## config.mk

```make
export PLATFORM = sky130hd
export DESIGN_NAME = dcp_frame_ctrl
export DESIGN_NICKNAME = d
export VERILOG_FILES = /design/src/rtl/dcp_frame_ctrl.sv
export SDC_FILE = /design/constraint.sdc
export NUM_CORES = 1
export LEC_CHECK = 0
export CAP_MARGIN = 25
export CORE_ASPECT_RATIO = 0.5
export CORE_MARGIN = 3
export CORE_UTILIZATION = 45
export CTS_CLUSTER_DIAMETER = 200
export DETAILED_ROUTE_END_ITERATION = 8
export GPL_TIMING_DRIVEN = 0
export HOLD_SLACK_MARGIN = 0.08
export MAX_ROUTING_LAYER = met4
export PLACE_DENSITY = 0.84
export SYNTH_ARGS = -nofsm -noshare
export SYNTH_HDL_FRONTEND = slang
export SYNTH_SLANG_ARGS = --single-unit
```

## constraint.sdc

```tcl
create_clock -name i_clk -period 1.7 [get_ports i_clk]
set_input_delay 0.34 -clock i_clk [delete_from_list [all_inputs] [get_ports i_clk]]
set_output_delay 0.34 -clock i_clk [all_outputs]
set_load 0.01 [all_outputs]
```

## src/rtl/dcp_frame_ctrl.sv

```systemverilog
`timescale 1ns/1ps
// dcp_frame_ctrl: frame sequencer for the min9x9 dark-channel pipeline.
// Streams one RGB frame into the datapath, pads with all-ones pixels to drain
// the line buffers, and tags the returned dark-channel beats with sof/eol/eof.
module dcp_frame_ctrl #(
  parameter int DATA_WIDTH = 8,
  parameter int IMG_WIDTH  = 320,
  parameter int IMG_HEIGHT = 240,
  parameter int FLUSH_ROWS = 4
) (
  input  logic                  i_clk,
  input  logic                  i_rst,
  input  logic                  i_start,
  output logic                  o_busy,
  output logic                  o_done,
  output logic                  o_err,
  input  logic                  i_s_valid,
  output logic                  o_s_ready,
  input  logic [DATA_WIDTH-1:0] i_s_r,
  input  logic [DATA_WIDTH-1:0] i_s_g,
  input  logic [DATA_WIDTH-1:0] i_s_b,
  output logic                  o_dp_valid,
  output logic [DATA_WIDTH-1:0] o_dp_r,
  output logic [DATA_WIDTH-1:0] o_dp_g,
  output logic [DATA_WIDTH-1:0] o_dp_b,
  input  logic                  i_dp_valid_out,
  input  logic [DATA_WIDTH-1:0] i_dp_dark,
  output logic                  o_m_valid,
  output logic [DATA_WIDTH-1:0] o_m_dark,
  output logic                  o_m_sof,
  output logic                  o_m_eol,
  output logic                  o_m_eof
);

  localparam int PIX   = IMG_WIDTH * IMG_HEIGHT;
  localparam int CAP   = (FLUSH_ROWS + 1) * IMG_WIDTH;
  localparam int IN_W  = (PIX > 1) ? $clog2(PIX) : 1;
  localparam int OUT_W = $clog2(PIX + 1);
  localparam int PAD_W = $clog2(CAP + 1);
  localparam int COL_W = (IMG_WIDTH > 1) ? $clog2(IMG_WIDTH) : 1;

  localparam logic [IN_W-1:0]  IN_LAST  = IN_W'(PIX - 1);
  localparam logic [OUT_W-1:0] OUT_FULL = OUT_W'(PIX);
  localparam logic [OUT_W-1:0] OUT_LAST = OUT_W'(PIX - 1);
  localparam logic [PAD_W-1:0] PAD_CAP  = PAD_W'(CAP);
  localparam logic [COL_W-1:0] COL_LAST = COL_W'(IMG_WIDTH - 1);

  typedef enum logic [1:0] {
    S_IDLE  = 2'd0,
    S_RUN   = 2'd1,
    S_FLUSH = 2'd2,
    S_DONE  = 2'd3
  } state_t;

  state_t r_state;
  state_t w_state_nxt;

  logic w_accept;
  logic w_pad;
  logic w_start_frame;
  logic w_err_set;
  logic w_take;

  logic [IN_W-1:0]       r_in_cnt;
  logic [OUT_W-1:0]      r_out_cnt;
  logic [PAD_W-1:0]      r_pad_cnt;
  logic [COL_W-1:0]      r_col;
  logic                  r_err_flag;
  logic                  r_dp_valid;
  logic [DATA_WIDTH-1:0] r_dp_r;
  logic [DATA_WIDTH-1:0] r_dp_g;
  logic [DATA_WIDTH-1:0] r_dp_b;
  logic                  r_m_valid;
  logic [DATA_WIDTH-1:0] r_m_dark;
  logic                  r_m_sof;
  logic                  r_m_eol;
  logic                  r_m_eof;

  // Returned beats count only inside a frame and only up to a full frame
  assign w_take = i_dp_valid_out && (r_state != S_IDLE) && (r_out_cnt < OUT_FULL);

  // State register
  always_ff @(posedge i_clk) begin
    if (i_rst) r_state <= S_IDLE;
    else       r_state <= w_state_nxt;
  end

  // Next state plus per-cycle accept/pad strobes; completion is tested before the pad cap so it wins a tie
  always_comb begin
    w_state_nxt   = r_state;
    w_accept      = 1'b0;
    w_pad         = 1'b0;
    w_start_frame = 1'b0;
    w_err_set     = 1'b0;
    case (r_state)
      S_IDLE: begin
        if (i_start) begin
          w_state_nxt   = S_RUN;
          w_start_frame = 1'b1;
        end
      end
      S_RUN: begin
        w_accept = i_s_valid;
        if (i_s_valid && (r_in_cnt == IN_LAST)) w_state_nxt = S_FLUSH;
      end
      S_FLUSH: begin
        if (r_out_cnt == OUT_FULL) begin
          w_state_nxt = S_DONE;
        end else if (r_pad_cnt == PAD_CAP) begin
          w_state_nxt = S_DONE;
          w_err_set   = 1'b1;
        end else begin
          w_pad = 1'b1;
        end
      end
      S_DONE:  w_state_nxt = S_IDLE;
      default: w_state_nxt = S_IDLE;
    endcase
  end

  // Input-side counters and the drain-failure flag, all cleared when a frame is armed
  always_ff @(posedge i_clk) begin
    if (i_rst) begin
      r_in_cnt   <= '0;
      r_pad_cnt  <= '0;
      r_err_flag <= 1'b0;
    end else if (w_start_frame) begin
      r_in_cnt   <= '0;
      r_pad_cnt  <= '0;
      r_err_flag <= 1'b0;
    end else begin
      if (w_accept)  r_in_cnt   <= r_in_cnt + IN_W'(1);
      if (w_pad)     r_pad_cnt  <= r_pad_cnt + PAD_W'(1);
      if (w_err_set) r_err_flag <= 1'b1;
    end
  end

  // Output-side beat counter and column position used for the frame tags
  always_ff @(posedge i_clk) begin
    if (i_rst) begin
      r_out_cnt <= '0;
      r_col     <= '0;
    end else if (w_start_frame) begin
      r_out_cnt <= '0;
      r_col     <= '0;
    end else if (w_take) begin
      r_out_cnt <= r_out_cnt + OUT_W'(1);
      r_col     <= (r_col == COL_LAST) ? '0 : r_col + COL_W'(1);
    end
  end

  // Registered datapath feed: accepted pixels pass through, pads are all-ones so they never win a min
  always_ff @(posedge i_clk) begin
    if (i_rst) begin
      r_dp_valid <= 1'b0;
      r_dp_r     <= '0;
      r_dp_g     <= '0;
      r_dp_b     <= '0;
    end else begin
      r_dp_valid <= w_accept | w_pad;
      if (w_accept) begin
        r_dp_r <= i_s_r;
        r_dp_g <= i_s_g;
        r_dp_b <= i_s_b;
      end else if (w_pad) begin
        r_dp_r <= '1;
        r_dp_g <= '1;
        r_dp_b <= '1;
      end
    end
  end

  // Registered tagged output stream
  always_ff @(posedge i_clk) begin
    if (i_rst) begin
      r_m_valid <= 1'b0;
      r_m_dark  <= '0;
      r_m_sof   <= 1'b0;
      r_m_eol   <= 1'b0;
      r_m_eof   <= 1'b0;
    end else begin
      r_m_valid <= w_take;
      r_m_sof   <= w_take && (r_out_cnt == '0);
      r_m_eol   <= w_take && (r_col == COL_LAST);
      r_m_eof   <= w_take && (r_out_cnt == OUT_LAST);
      if (w_take) r_m_dark <= i_dp_dark;
    end
  end

  assign o_busy     = (r_state != S_IDLE);
  assign o_done     = (r_state == S_DONE);
  assign o_err      = (r_state == S_DONE) && r_err_flag;
  assign o_s_ready  = (r_state == S_RUN);
  assign o_dp_valid = r_dp_valid;
  assign o_dp_r     = r_dp_r;
  assign o_dp_g     = r_dp_g;
  assign o_dp_b     = r_dp_b;
  assign o_m_valid  = r_m_valid;
  assign o_m_dark   = r_m_dark;
  assign o_m_sof    = r_m_sof;
  assign o_m_eol    = r_m_eol;
  assign o_m_eof    = r_m_eof;

endmodule

```

==> results.yml, run 1 <==
route:
  first_pass_iters: 6
  drtIter0Drc: 791
  drt-vias-per-instance: 6.249
  drc: 0
  routed_wl_um: 16220
  vias: 4643
  drt-wirelength-per-cell_um: 21.82
  drtAntennaViolNets: 0
sta:
  slew_viol_final: 0
  setup_tns_ns: -13.40
  worstMarginPinSlew_ns: 0.7694
  hold_viol: 0
  max_freq_mhz: 503.2
  rsz0062_at_grt: "yes"
  finalClockSkew_ns: 0.008798
  setup_ws_ns: -0.2872
  min_period_ns: 1.987
  min_period_over_period_pct: 116.9
  slew_headroom_pct: 48.70
  setup_violations: 95
power_and_ir_drop:
  swShare_pct: 34.90
  clockPowerShare_pct: 22.5
  pwr-share-comb_pct: 44.7
  p_leak_nw: 2.356
  power.switching_mw: 3.139
  seq_power_share_pct: 32.8
  power_density_nw_per_um2: 1395
  internal-power_mw: 5.857
  peakVddDrop_uv: 1053
placement:
  place_area_um2: 5122
  dp_hpwl_um: 7071
  numPortBuffers: 77
  gp_congestion: 0.9249
synth:
  synth-edff-count: 0
  ys_types: 45
  synth.mux.area_fraction_pct: 0.4812
  yosysWarnings: 0
  async_reset_ff_share_pct: 0
  synth_top_family_by_area: "simple AND/OR/NAND/NOR gates"
  synth_seq_cells: 94
  synth-main-ff-cell: "dfxtp_1"
  synth_compound_area_share_pct: 8.421
  netlist_area_um2: 4160
  synth_area_leaders: "dfxtp_1 (45%), nor2_1 (6.8%), nor3_1 (5.5%)"
  yosysTopAreaCell: "dfxtp_1"
  synth_area_per_cell_um2: 8.508
  synth_xor_area_share_pct: 7.789
  yosysSeqAreaShare_pct: 45.23
  synth_top_area_share_pct: 45.23
  syn_inst: 489
  synth_fa_ha_area_share_pct: 3.008
  synth_simple_gate_area_share_pct: 30.44
  synth_nets: 536
critical_path:
  cp.arrival_ns: 2.22
  start_kind: "primary input"
  critPathSlowestCell: "clkdlybuf4s50_1"
  crit_path_max_fanout: 5
  path_cells: "clkdlybuf4s50_1 > nand4_1 > buf_4 > buf_4 > buf_4 > nor3_2 > nand3_1 > xor2_1 > nor2_1"
  slowest_delay_ns: 0.57
  cp_common_cell: "buf_4"
  crit_path_end_kind: "flip-flop"
  setup.worst_path.class: "in2reg"
  worstPathRequired_ns: 1.93
floorplan:
  start_util_pct: 46.96
  row_count: 24
  num_io_pins: 78
  die_h_um: 73.99
  dieArea_um2: 10500
  fp.dieW_um: 142.0
  core_area_um2: 8859
clock_tree:
  cts_root_buf: "clkbuf_16"
  path_clk_slew_ns: 0.06
  cts_tree: "built"
  cts_buffers: 9
  cts.sinks: 94
  cts_max_level: 3
  clock_path_buffers: 2
  postCtsHoldBufs: 0
  insertion_delay_ns: 0.35
final_layout:
  diodes: 0
  syn2layout_area_growth_pct: 55.01
  nNetsFinal: 669
  fin_area_um2: 6449
  drive_gt1_share_pct: 29.71
job:
  cap_violations: 0
grt:
  antenna_found_initial: 0
  grt_overflow: 0
  grt_pass1_wl_um: 20330
  grt_usage_pct: 25.39
  grt_pass1_vias: 4200
  grt_max_degree: 15
min_path:
  min_path_type: "reg2reg"
run_status:
  violations: "setup timing"
  status: "finished, violations left"
## final cells by class
type / instances / area, um2
multi-input cells: 352 / 2626
plain buffers: 22 / 185.2
repair buffers: 124 / 1201
clock buffers: 11 / 242.7
clock inverters: 4 / 47.55
fillers: 484 / 2410
flip-flops and latches: 94 / 1921
well taps: 117 / 146.4
inverters: 19 / 78.83
## cell families after synthesis
family | count (synthesis)
AOI/OAI and AO/OA | 56
and+or+nand+nor | 247
muxes | 2
buffers and inverters | 43
adders and majority gates | 10
DFF | 94
xor gates and xnor gates | 37
## critical path: cells and delay by family
family,cells,cell delay (ns)
simple gates,4,0.66
xor+xnor,1,0.20
buf+inv,4,1.03
## routing by layer
metal / vias to the layer above / GRT usage, % / share of wire, %
met5: - / - / 0
met3: 142 / 6.551 / 11
met1: 2133 / 29.37 / 37
met4: 0 / 10.32 / 7.4
met2: 402 / 42.97 / 45
li1: 1966 / - / -
## power groups by stage
stage | clock network [mW] | logic, mW | registers (mW)
after floorplan | 0 | 1.34 | 2.99
final | 2.02 | 4.02 | 2.95
after global placement | 0 | 2.53 | 2.85
after CTS | 2.02 | 3.21 | 2.85
after detailed placement | 0 | 2.59 | 2.87
after global routing | 2.14 | 4.20 | 2.98
## stage by stage
step / total power, mW / utilization [%] / hold WS (ns) / cells / worst slack (ns)
floorplan: 4.327 / - / 0.4318 / 489 / -0.09303
global route: 9.329 / 72.80 / 0.4731 / 743 / -0.3063
CTS: 8.080 / 67.66 / 0.4539 / 728 / -0.06983
global placement: 5.378 / 57.82 / 0.4428 / 683 / -0.5785
detailed placement: 5.451 / 57.82 / 0.4458 / 683 / -0.6354
finish: 8.996 / 72.80 / 0.4559 / 743 / -0.2872
## worst paths after layout
| path | from | endpoint | slack, ns | depth (start not counted) |
|---|---|---|---|---|
| worst max-delay path | i_s_valid | r_in_cnt[10] | -0.29 | 9 |
| worst min-delay path | o_m_dark[4] | o_m_dark[4] | 0.46 | 2 |
| worst max register to register | r_out_cnt[14] | r_col[7] | -0.28 | 5 |
| worst min register to register | o_m_dark[4] | o_m_dark[4] | 0.46 | 2 |
## layout by cell type (no fill, tap or decap), types with 19 or more instances in the layout
cell type,instances
a21oi_1,19
buf_4,39
clkdlybuf4s50_1,73
dfxtp_1,77
nand2_1,42
nor2_1,72
nor3_1,23
nor3_2,20
nor3_4,20
## repair_timing
item                                    in CTS  in global routing
pin swaps                                   28                 28
cloned                                       2                  0
endpoints found under the setup margin      79                 83
gates resized for setup                     82                 82
setup buffers                               30                 15
## cell usage after synthesis, drive strengths merged (5+ instances only)
master / number
a21oi: 23
and3: 6
buf: 8
clkbuf: 16
dfxtp: 94
ha: 10
inv: 19
nand2: 42
nand3: 13
nand4: 17
nor2: 75
nor3: 63
nor4: 7
o21a: 5
o21ai: 9
or3: 6
xnor2: 21
xor2: 16
## flip-flops by register name (all words and copies together), names as in the netlist
name / count
o_m_dark: 8
o_dp_b: 8
r_in_cnt: 17
o_dp_r: 8
r_col: 9
o_dp_g: 8
o_m_sof: 1
o_m_eol: 1
o_dp_valid: 1
o_m_valid: 1
r_pad_cnt: 11
r_state: 2
o_m_eof: 1
r_err_flag: 1
r_out_cnt: 17
(Power assumes the default switching activity.)
==> run 2: changes to the inputs <==
--- a/config.mk
+++ b/config.mk
@@ -14,7 +14,8 @@
 export GPL_TIMING_DRIVEN = 0
 export HOLD_SLACK_MARGIN = 0.08
 export MAX_ROUTING_LAYER = met4
-export PLACE_DENSITY = 0.84
+export PLACE_DENSITY = 0.81
+export SKIP_LAST_GASP = 1
 export SYNTH_ARGS = -nofsm -noshare
 export SYNTH_HDL_FRONTEND = slang
 export SYNTH_SLANG_ARGS = --single-unit
==> constraint.sdc (replaced) <==
create_clock -name i_clk -period 1.91 [get_ports i_clk]
set_input_delay 0.382 -clock i_clk [delete_from_list [all_inputs] [get_ports i_clk]]
set_output_delay 0.382 -clock i_clk [all_outputs]
set_load 0.01 [all_outputs]
==> run 2 against run 1 <==
Compared with the run above:
- the flow still finishes with violations (setup timing)
- final area is 9.9% lower
- sequential cell count stayed put
- clock skew is 0.0038 ns lower
- worst setup slack better by 0.19 ns
- sequential power is 15% lower
==> results.yml, run 2 (synthesized netlist as in run 1, its figures left out) <==
critical_path:
  start_kind: "flip-flop"
  path_cells: "nand4_1 > or4_4 > o21a_1 > buf_6 > bufbuf_16 > nor3_4 > nor3_1"
  crit_path_end_kind: "flip-flop"
  cp_num_buf_inv: 2
  worstPathRequired_ns: 2.13
  path_delay_family: "simple AND/OR/NAND/NOR gates"
  cp.arrival_ns: 2.23
  setup.worst_path.class: "reg2reg"
  slowest_delay_ns: 0.49
  crit_path_max_fanout: 8
  critPathSlowestCell: "or4_4"
route:
  drt-wirelength-per-cell_um: 15.33
  drtIter0Drc: 188
  drtAntennaViolNets: 0
  routed_wl_um: 10990
  vias: 3927
  drt-vias-per-instance: 5.477
  drc: 0
  first_pass_iters: 5
clock_tree:
  clock_path_buffers: 2
  cts_max_level: 3
  cts_buffers: 9
  postCtsHoldBufs: 0
  cts_tree: "built"
  insertion_delay_ns: 0.35
  cts.sinks: 94
  cts_root_buf: "clkbuf_16"
  path_clk_slew_ns: 0.06
placement:
  dp_cells: 683
  numPortBuffers: 77
  place_area_um2: 5077
  dp_hpwl_um: 6844
  gp_congestion: 0.8225
  post-place-ws_ns: -0.6460
floorplan:
  dieArea_um2: 10500
  core_area_um2: 8859
  start_util_pct: 46.96
  die_h_um: 73.99
  row_count: 24
  fp.dieW_um: 142.0
  num_io_pins: 78
power_and_ir_drop:
  clockPowerShare_pct: 27.2
  peakVddDrop_uv: 798.7
  power_density_nw_per_um2: 1228
  pwr-share-comb_pct: 37.5
  internal-power_mw: 4.877
  seq_power_share_pct: 35.3
  swShare_pct: 31.65
  p_leak_nw: 2.045
  power.switching_mw: 2.258
min_path:
  min_path_type: "reg2reg"
final_layout:
  fin_area_um2: 5811
  syn2layout_area_growth_pct: 39.67
  reg_top3: "r_in_cnt: 17 flops, r_out_cnt: 17 flops, r_pad_cnt: 11 flops"
  seq_area_um2: 1903
  multi_input_comb_area_um2: 2252
  nNetsFinal: 642
  diodes: 0
  final_cell_mix: "dfxtp_1 (85), nor2_1 (75), clkdlybuf4s50_1 (74)"
  layout_commonest_cell: "dfxtp_1"
  num-fill-cells: 676
  final_cells: 717
  drive_gt1_share_pct: 17.17
grt:
  grt_usage_pct: 21.03
  antenna_found_initial: 0
  grt_pass1_wl_um: 17020
  grt_max_degree: 16
  grt_overflow: 0
  grt_pass1_vias: 3615
sta:
  finalClockSkew_ns: 0.005043
  setup_violations: 9
  hold_viol: 0
  worstMarginPinSlew_ns: 0.5153
  rsz0062_at_grt: "yes"
  slew_viol_final: 0
  max_freq_mhz: 497.0
  setup_ws_ns: -0.1020
  min_period_ns: 2.012
  min_period_over_period_pct: 105.3
  slew_headroom_pct: 65.65
job:
  cap_violations: 0
run_status:
  status: "finished, violations left"
  violations: "setup timing"
## run 2: tightest hold or removal path, cell delays in order (launching register included)
cell and delay [ns]:
dfxtp_1 0.31, nand2_1 0.05, a21oi_1 0.05
## run 2: area by class of cell
type | count | area share [%]
Sequential cell | 94 | 32.75
Multi-Input combinational cell | 352 | 38.76
Inverter | 19 | 1.227
Buffer | 20 | 2.067
Clock buffer | 10 | 4.113
Clock inverter | 6 | 1.464
Tap cell | 117 | 2.519
Timing Repair Buffer | 99 | 17.10
## run 2: power groups by stage
stage	combinational, mW	clock, mW	sequential, mW
after floorplan	1.16	0	2.65
after global placement	2.23	0	2.52
after detailed placement	2.26	0	2.53
after CTS	2.60	1.95	2.51
after global routing	2.89	2.05	2.55
final	2.67	1.94	2.52
## run 2: metal layers
metal | wire length (um) | up-vias | global-route usage (%)
met4 | 189 | 0 | 6.383
met2 | 5373 | 136 | 33.68
met1 | 4645 | 1857 | 25.20
met5 | 0 | - | -
met3 | 785 | 26 | 7.643
li1 | - | 1908 | -
## run 2: final timing paths
kind	depth (start not counted)	to	startpoint	slack, ns
max	7	o_dp_g[2]	r_out_cnt[11]	-0.10
min	2	o_m_dark[5]	o_m_dark[5]	0.46
max reg2reg	7	o_dp_g[2]	r_out_cnt[11]	-0.10
min reg2reg	2	o_m_dark[5]	o_m_dark[5]	0.46
## run 2: repair_timing
action	4_1_cts	5_1_grt
endpoints found under the hold margin	0	0
endpoints found under the setup margin	72	80
resized for setup	37	30
buffers inserted	17	2
cloned	2	1
pin swaps	12	10
## run 2: stage by stage
| stage | power (mW) | setup TNS [ns] | hold WS, ns | utilization [%] |
|---|---|---|---|---|
| after floorplan | 3.813 | 0 | 0.4318 | - |
| after global placement | 4.753 | -16.20 | 0.4415 | 57.32 |
| after detailed placement | 4.797 | -18.08 | 0.4458 | 57.32 |
| after CTS | 7.060 | -1.449 | 0.4544 | 64.39 |
| after global routing | 7.498 | -1.678 | 0.4790 | 65.59 |
| final | 7.135 | -0.5263 | 0.4560 | 65.59 |
==> RTL change: new RTL, flow settings as in run 1 <==
Change the parameter `IMG_WIDTH` from 320 to 160.
--- a/src/rtl/dcp_frame_ctrl.sv
+++ b/src/rtl/dcp_frame_ctrl.sv
@@ -6,3 +6,3 @@
   parameter int DATA_WIDTH = 8,
-  parameter int IMG_WIDTH  = 320,
+  parameter int IMG_WIDTH  = 160,
   parameter int IMG_HEIGHT = 240,
Check against the original RTL: no difference found for any inputs over 10 cycles, from zero or initial values and one cycle with i_rst high; that may be too few to reach the edited logic, so the function may still have changed.
==> RTL change against run 1 <==
  * The run still ends with setup timing left
  * First-iteration DRC count fell by 48%
  * Combinational power fell by 16%
  * Routed wire length fell by 16%
  * Synthesized area down 3.7%
  * Die area is 3.4% lower
  * Non-clock buffer count shrank 17
  * Sequential share of layout area shrank 0.88 points
  * Sequential power shrank 6%
  * Clock power up 14%
  * Power is 6.2% lower
  * Design area is 2.4% lower
  * Setup slack better by 0.089 ns
  * Sequential cell count down 4
  * Critical path type is now reg2reg
  * Critical endpoint is now r_state[1]
==> RTL change: results (changes against run 1) <==
stage,metric,value,unit,change
global_route,first-pass GRT wire length,19.8,mm,was 20.3 mm
placement,Place WS,-0.573,ns,was -0.635 ns
cells_and_area,fill count,524,,was 484
outcome,failing checks,setup timing,,unchanged
critical_path,Crit path max-delay family,compound AO/OA/AOI/OAI gates,,was buffers and inverters
synth,Synth Warn #,0,,unchanged
global_route,largest net degree at the start of global routing,16,,was 15
routing,routed len/inst,20.6,um,was 21.8 um
power,VDD IR max,981,uV,was 1050 uV
cells_and_area,top flop regs,"r_in_cnt (16), r_out_cnt (16), r_pad_cnt (10)",,"was r_in_cnt (17), r_out_cnt (17), r_pad_cnt (11)"
hold_path,hold path cells,2,,unchanged
timing,worst slew pin tran,0.569,ns,was 0.769 ns
critical_path,Arrival @ worst endpoint,2.18,ns,was 2.22 ns
outcome,status,"complete, but fails checks",,unchanged
hold_path,HP Start,o_m_dark[2],,was o_m_dark[4]
global_route,initial antenna violation count,0,,unchanged
timing,setup tns final,-7.35,ns,was -13.40 ns
critical_path,"slowest stage cell, crit path",a222oi_1,,was clkdlybuf4s50_1
routing,via count,4104,,was 4643
timing,setup ws final,-0.198,ns,was -0.287 ns
critical_path,"Largest stage delay, worst path",0.40,ns,was 0.57 ns
synth,"top cells by count, synth","dfxtp_1, nand2_1, a21oi_1",,"was dfxtp_1, nor2_1, nor3_1"
routing,DR iter-0 viols,414,,was 791
placement,HPWL Detailed,7.11,mm,was 7.07 mm
placement,DP Area,4930,um2,was 5120 um2
synth,Area contributors post-synth,"dfxtp_1, o221a_2, a21oi_1",,"was dfxtp_1, nor2_1, nor3_1"
placement,dpl cells,618,,was 683
clock_tree,Root Driver,clkbuf_16,,unchanged
critical_path,Crit Reg-Reg Endpoint,r_state[1],,was r_col[7]
routing,DR vias/cell,6.17,,was 6.25
synth,Synth Net Count,476,,was 536
hold_path,Worst Hold End,o_m_dark[2],,was o_m_dark[4]
power,static leakage,2.22,nW,was 2.36 nW
placement,gpl congestion,0.956,,was 0.925
critical_path,CP max FO,3,,was 5
global_route,Tot GR Track Use,25.3,%,was 25.4%
synth,cells after synthesis,429,,was 489
synth,ys async rst share,0,%,unchanged
critical_path,worst reg2reg startpoint,r_out_cnt[1],,was r_out_cnt[14]
cells_and_area,layout cells sized above 1,33.1,%,was 29.7%
timing,Worst Skew,0.00988,ns,was 0.00880 ns
synth,register area share after synthesis,45.0,%,was 45.2%
clock_tree,CTS max path bufs,2,,unchanged
critical_path,worst-case reg-to-reg path depth,7,,was 5
cells_and_area,nets,595,,was 669
global_route,vias in the first global route,3806,,was 4200
synth,post-synth cell types,52,,was 45
timing,Final Setup Violations,55,,was 95
## RTL change: cells by family after synthesis
group / synth area share [%]
AND/OR/NAND/NOR: 22.7
AO/OA/AOI/OAI: 22.2
flip-flops: 45.0
buffers and inverters: 3.65
XOR/XNOR: 2.62
adder cells (fa/ha/maj): 3.12
multiplexers: 0.749
## RTL change: per-layer routing
layer,vias to the layer above,track usage (%),part of all wire [%]
met4,0,9.22,3.3
li1,1870,-,-
met1,1989,29.2,40
met3,44,6.41,5.9
met2,201,43.5,51
met5,-,-,0
## RTL change: cell type report
class / count / area, um2 / area share [%]
repair buffers: 108 / 1070 / 16.9
plain buffers: 21 / 164 / 2.60
flip-flops and latches: 90 / 1820 / 28.9
inverters: 14 / 55.1 / 0.875
well taps: 112 / 140 / 2.23
clock buffers: 9 / 225 / 3.58
clock inverters: 7 / 116 / 1.85
multi-input cells: 304 / 2710 / 43.0
## RTL change: worst reg2reg max path: cells and delay by family (launching register included)
family                   cells  cell delay (ns)
adder cells (fa/ha/maj)      1             0.14
multiplexers                 1             0.16
AO/OA/AOI/OAI                2             0.58
AND/OR/NAND/NOR              1             0.31
buffers and inverters        2             0.31
flip-flops                   1             0.34
## RTL change: worst max path at each step
| stage | startpoint | endpoint | slack [ns] | depth (start not counted) |
|---|---|---|---|---|
| global route | r_pad_cnt[4] | o_dp_r[5] | -0.25 | 7 |
| detailed placement | i_dp_valid_out | r_col[0] | -0.57 | 7 |
| finish | r_out_cnt[1] | r_state[1] | -0.20 | 7 |
| global placement | i_dp_valid_out | r_col[0] | -0.51 | 7 |
| CTS | r_state[0] | r_out_cnt[11] | -0.17 | 8 |
| floorplan | r_col[0] | r_col[0] | -0.08 | 5 |
## RTL change: what timing repair did
action / CTS / global route
cloned: 3 / 1
hold endpoints to repair: 0 / 0
gates resized for setup: 108 / 83
setup endpoints to repair: 93 / 89
pin swaps: 44 / 27
buffers inserted: 20 / 7
## RTL change: where the power goes
| part | switching, mW | internal [mW] | leakage [nW] |
|---|---|---|---|
| registers | 0.281 | 2.49 | 0.736 |
| clock network | 0.870 | 1.44 | 0.166 |
| logic | 1.52 | 1.84 | 1.32 |
| total | 2.67 | 5.76 | 2.22 |
## RTL change: through the flow
stage | hold slack [ns] | utilization [%]
finish | 0.461 | 75.7
CTS | 0.454 | 70.9
global placement | 0.442 | 59.3
detailed placement | 0.446 | 59.3
global route | 0.467 | 75.7
floorplan | 0.429 | -
